`config.mk`:
```
export PLATFORM = sky130hd
export DESIGN_NAME = lab6_serial_rx_ctrl
export DESIGN_NICKNAME = d
export VERILOG_FILES = /design/src/rtl/lab6_serial_rx_ctrl.sv
export SDC_FILE = /design/constraint.sdc
export NUM_CORES = 1
export LEC_CHECK = 0
export CELL_PAD_IN_SITES_DETAIL_PLACEMENT = 1
export CELL_PAD_IN_SITES_GLOBAL_PLACEMENT = 2
export CORE_MARGIN = 2
export CORE_UTILIZATION = 35
export DETAILED_ROUTE_END_ITERATION = 8
export PLACE_DENSITY = 0.73
export SKIP_LAST_GASP = 1
export SLEW_MARGIN = 20
export SYNTH_ARGS = -nofsm -noshare
export SYNTH_HDL_FRONTEND = slang
export SYNTH_SLANG_ARGS = --single-unit
```
`constraint.sdc`:
```
create_clock -name clk -period 2.2 [get_ports clk]
set_input_delay 0.33 -clock clk [delete_from_list [all_inputs] [get_ports clk]]
set_output_delay 0.33 -clock clk [all_outputs]
set_load 0.02 [all_outputs]
```
`src/rtl/lab6_serial_rx_ctrl.sv`:
```
// Serial receiver front end for the lab 6 shift register.
// Synchronises an idle-high UART line, times each bit with a cycle counter and
// emits one sampled bit plus a one-cycle shift strobe at every data-bit midpoint.
module lab6_serial_rx_ctrl #(
  parameter int unsigned WIDTH        = 8,
  parameter int unsigned CLKS_PER_BIT = 16
) (
  input  logic clk,
  input  logic rst_n,
  input  logic rx,
  output logic data_in,
  output logic shift_en,
  output logic frame_done,
  output logic frame_err,
  output logic busy
);

  localparam int unsigned CntW  = $clog2(CLKS_PER_BIT);
  localparam int unsigned BitsW = $clog2(WIDTH + 1);

  localparam logic [CntW-1:0]  HalfLast = CntW'(CLKS_PER_BIT / 2 - 1);
  localparam logic [CntW-1:0]  BitLast  = CntW'(CLKS_PER_BIT - 1);
  localparam logic [BitsW-1:0] LastData = BitsW'(WIDTH - 1);

  typedef enum logic [2:0] {
    StIdle,
    StStart,
    StData,
    StStop,
    StWaitHigh
  } state_e;

  state_e            state;
  logic              rx_meta;
  logic              rx_s;
  logic [CntW-1:0]   bit_cnt;
  logic [BitsW-1:0]  bits;

  // Two-flop synchroniser; resets to the idle (high) line level.
  always_ff @(posedge clk or negedge rst_n) begin
    if (!rst_n) begin
      rx_meta <= 1'b1;
      rx_s    <= 1'b1;
    end else begin
      rx_meta <= rx;
      rx_s    <= rx_meta;
    end
  end

  // Frame FSM with registered strobes; pulses default low every cycle.
  always_ff @(posedge clk or negedge rst_n) begin
    if (!rst_n) begin
      state      <= StIdle;
      bit_cnt    <= '0;
      bits       <= '0;
      data_in    <= 1'b0;
      shift_en   <= 1'b0;
      frame_done <= 1'b0;
      frame_err  <= 1'b0;
    end else begin
      shift_en   <= 1'b0;
      frame_done <= 1'b0;
      frame_err  <= 1'b0;
      unique case (state)
        StIdle: begin
          if (!rx_s) begin
            state   <= StStart;
            bit_cnt <= '0;
          end
        end
        StStart: begin
          if (bit_cnt == HalfLast) begin
            bit_cnt <= '0;
            if (!rx_s) begin
              state <= StData;
              bits  <= '0;
            end else begin
              // Start bit did not survive to its midpoint: treat as a glitch.
              state <= StIdle;
            end
          end else begin
            bit_cnt <= bit_cnt + 1'b1;
          end
        end
        StData: begin
          if (bit_cnt == BitLast) begin
            data_in  <= rx_s;
            shift_en <= 1'b1;
            bit_cnt  <= '0;
            bits     <= bits + 1'b1;
            if (bits == LastData) state <= StStop;
          end else begin
            bit_cnt <= bit_cnt + 1'b1;
          end
        end
        StStop: begin
          if (bit_cnt == BitLast) begin
            bit_cnt <= '0;
            if (rx_s) begin
              frame_done <= 1'b1;
              state      <= StIdle;
            end else begin
              frame_err <= 1'b1;
              state     <= StWaitHigh;
            end
          end else begin
            bit_cnt <= bit_cnt + 1'b1;
          end
        end
        StWaitHigh: begin
          // A held-low line (break) must go high before a new start is accepted.
          if (rx_s) state <= StIdle;
        end
        default: state <= StIdle;
      endcase
    end
  end

  assign busy = (state != StIdle);

endmodule

```
==> results.rst <==
.. list-table::
   :header-rows: 1

   * - Metric
     - Value
   * - Total of max-cap violations
     - 0
   * - Final Hold Violating Endpoints
     - 0
   * - Syn_area_per_cell
     - between 10 and 15 µm²
   * - Sort of element at the start of the critical path
     - flop
   * - Number of flops mapped to enable cells by yosys
     - 0
   * - Synth top area share
     - 45.11%
   * - Post-route ant nets
     - 0
   * - CTS buffer count
     - 3
   * - Layout filler cell count
     - 268
   * - Register bit total from synthesis
     - 17
   * - Number of nets in the synthesized netlist
     - 84
   * - Area Growth Syn to Fin
     - 13.53%
   * - Max-slew headroom
     - 73.09%
   * - Outcome
     - finished, final reports clean
   * - Largest net degree at the start of global routing
     - 18
   * - Total power consumption of the routed design
     - 0.9349 mW
   * - Number of synthesis warnings
     - 0
   * - Crit Reg-Reg Startpoint
     - state[1]$_DFFE_PN0P_
   * - Peak fanout along the critical path
     - 12
   * - Clock tree sinks
     - 17
   * - Switch Pwr
     - ~0.34 mW
   * - Via count
     - 613
   * - Slowest CP cell
     - clkdlybuf4s50_1
   * - Number of port buffers
     - 7
   * - Adder and majority gate portion of the synthesized area
     - 3.008%
   * - Multi-input gate area in the final layout
     - 361.6 µm²
   * - Final clock period utilization by the worst path
     - 96.73%
   * - LEAKAGE
     - 0.4364 nW
   * - Fraction of layout instances using a drive strength above 1
     - 14.94%
   * - Final Net Count
     - 93
   * - Library cell used as clock root buffer
     - clkbuf_4
   * - Fraction of power consumed by the clock network
     - between 10% and 20%
   * - Worst Clk Skew
     - ~0.0038 ns
   * - Prevailing post-synth register cell
     - dfrtp_1
   * - Number of DRC violations after detailed-routing iteration 0
     - 13
   * - Critical path buffer and inverter count
     - 1
   * - Highest clock rate
     - between 400 and 500 MHz
   * - Number of max-slew violations in the final report
     - 0
   * - Crit Path Category
     - flop to output pin
   * - Die outline area
     - approximately 2800 µm²
   * - Worst min-delay path category
     - input port to async pin
   * - Most frequent cell after synthesis
     - dfrtp_1
   * - Cells resized by post-CTS repair
     - 0
   * - Async set or reset register ratio after synthesis
     - 100.0%
   * - Internal power component
     - 0.5915 mW
   * - Post-synthesis instance area
     - 832.0 µm²
   * - Buffers inserted by post-CTS timing repair
     - 0
   * - Cells taking the most area after synthesis
     - dfrtp_1 45%, dfstp_2 6.3%, nor2_1 4.5%, nand2_1 3.2%, ha_1 3.0%
   * - DIE WIDTH
     - 52.76 µm
   * - Endpoints failing setup
     - 0
   * - Power per standard cell area
     - roughly 1000 nW/µm²
   * - Number of cells produced by synthesis
     - 79
   * - Area occupied by registers
     - 427.9 µm²
   * - Setup crit end kind
     - output pin
   * - Number of cell rows
     - 17
   * - Arrival time reported for the critical path endpoint
     - 1.80 ns
   * - Estimated wirelength of the detail-placed design
     - 1178 µm
   * - Total global-route track usage
     - 15.26%
   * - Dominant delay contributor by cell family on the critical path
     - buffers and inverters
   * - Data required time at the worst endpoint
     - around 1.9 ns
   * - Count of boundary I/O pins
     - 8
   * - Tightest Pin Transition
     - 0.4015 ns
   * - Compound-cell area share of the yosys netlist
     - between 10% and 20%
   * - Antenna cells
     - 0
   * - Proportion of synthesized area in mux cells
     - 4.361%
   * - Synth Area in XOR/XNOR
     - between 1 and 1.5%
   * - Unrepaired setup endpoints after global routing
     - no
   * - Remaining routing DRC violations
     - 0
   * - Area of the placeable core
     - 2233 µm²
   * - Crit path time final
     - 2.128 ns
   * - Via count of the first global-routing pass
     - about 630
   * - Peak supply drop
     - 450.2 µV
   * - Cell taking the most area after synthesis
     - dfrtp_1
   * - Sequential Power Share
     - a little over half
   * - Proportion of synthesized chip area in sequential cells
     - 51.43%
   * - Pre-antenna DRT Iters
     - 4
   * - Wire per inst
     - approximately 15 µm
   * - Via density
     - roughly 5.3
   * - Maximum buffer depth of the clock tree
     - 2
   * - Synth top cells by count
     - 15 x dfrtp_1, 10 x nor2_1, 7 x nand2_1
   * - Clock Latency Late Sink
     - 0.30 ns
   * - Clk slew on worst S/H paths
     - 0.11 ns
   * - # hold bufs at CTS
     - 0
   * - Area fraction in and, or, nand and nor cells after synthesis
     - 18.95%
   * - Launch point of the critical path
     - state[1]$_DFFE_PN0P_
   * - Net Sw Frac
     - about 37%
   * - TritonCTS clock tree
     - built
   * - Antenna violations before repair
     - 0
   * - Combinational family with the most area after synthesis
     - simple AND/OR/NAND/NOR gates
   * - Share of total power in combinational logic
     - 28.9%
   * - Fin Setup TNS
     - 0 ns
   * - Vert. Die Dim
     - approximately 53 µm
   * - Initial core utilization
     - 37.25%
   * - Routability-driven placement congestion ratio
     - 0.7577
   * - CP peak stage delay
     - 0.55 ns
   * - Wire length of the first global-routing pass
     - 2932 µm
   * - Sum of overflow across all layers after global routing
     - 0
   * - Cell-by-cell listing of the critical path
     - or3_1 > clkdlybuf4s50_1
   * - Post-detailed-routing wire length
     - 1691 µm
   * - H-Tree Depth
     - 1
   * - Yosys cell types
     - 38
## layout by cell type, fill, tap and decap left out, types with 2 or more instances in the layout
cell type | Yosys | routed
buf_4 | 2 | 2
nor2_1 | 10 | 10
clkbuf_4 | 0 | 3
nand2_1 | 7 | 7
nand3b_1 | 3 | 3
a21oi_1 | 2 | 2
ha_1 | 2 | 2
dfrtp_1 | 15 | 15
inv_1 | 2 | 2
dfstp_2 | 2 | 2
clkdlybuf4s50_1 | 0 | 7
nand3_1 | 3 | 3
o21ai_0 | 4 | 4
## flip-flops by register name, summed over array words and instances (netlist names)
| name | count |
|---|---|
| frame_err | 1 |
| bits | 4 |
| state | 3 |
| bit_cnt | 4 |
| rx_s | 1 |
| frame_done | 1 |
| rx_meta | 1 |
| data_in | 1 |
| shift_en | 1 |
## power by group through the flow
stage	Combinational (mW)	Sequential (mW)	Clock, mW
after floorplan	0.304	0.424	0
after global placement	0.266	0.490	0
after detailed placement	0.274	0.497	0
after CTS	0.277	0.491	0.180
after global routing	0.312	0.508	0.194
final	0.270	0.491	0.174
## cells by family (layout without fill, tap and decap cells)
family / Yosys count / after routing
multiplexers: 3 / 3
XOR/XNOR: 1 / 1
adder cells (fa/ha/maj): 2 / 2
buffers and inverters: 7 / 15
flip-flops: 17 / 17
AND/OR/NAND/NOR: 31 / 31
AO/OA/AOI/OAI: 18 / 18
## cell type report
cell class	instances	area share (%)
sequential	17	45.30
multi-input combinational	55	38.28
timing repair buffer	9	9.007
tap	28	3.709
clock buffer	3	2.384
inverter	2	0.7947
clock inverter	1	0.5298
## layer usage
layer	share of wire, %	track usage [%]
met2	47	23.75
met5	0	0
met1	49	18.60
met3	1.8	3.429
met4	2.7	10.26
## final timing paths
| check | end | depth (start not counted) | slack (ns) |
|---|---|---|---|
| min in group clk | rx_s$_DFF_PN1_ | 0 | 0.37 |
| setup / recovery | busy | 2 | 0.07 |
| hold reg to reg | rx_s$_DFF_PN1_ | 0 | 0.37 |
| setup reg to reg | bits[0]$_DFFE_PN0P_ | 3 | 0.38 |
| hold / removal | bit_cnt[1]$_DFFE_PN0P_ | 2 | 0.35 |
| max in group asynchronous | rx_s$_DFF_PN1_ | 2 | 1.60 |
## stage by stage
stage          instances  util [%]  cell area, µm²  hold slack [ns]  setup slack [ns]
2_1_floorplan         79         -           832.0          0.03441            0.5693
3_3_place_gp         111     41.06           917.1           0.3474            0.4374
3_5_place_dp         111     41.06           917.1           0.3540            0.4098
4_1_cts              115     42.30           944.7           0.3583           0.06655
5_1_grt              115     42.30           944.7           0.3547           0.01395
6_report             115     42.30           944.7           0.3478           0.07184
Power figures use the tool's default switching activity.
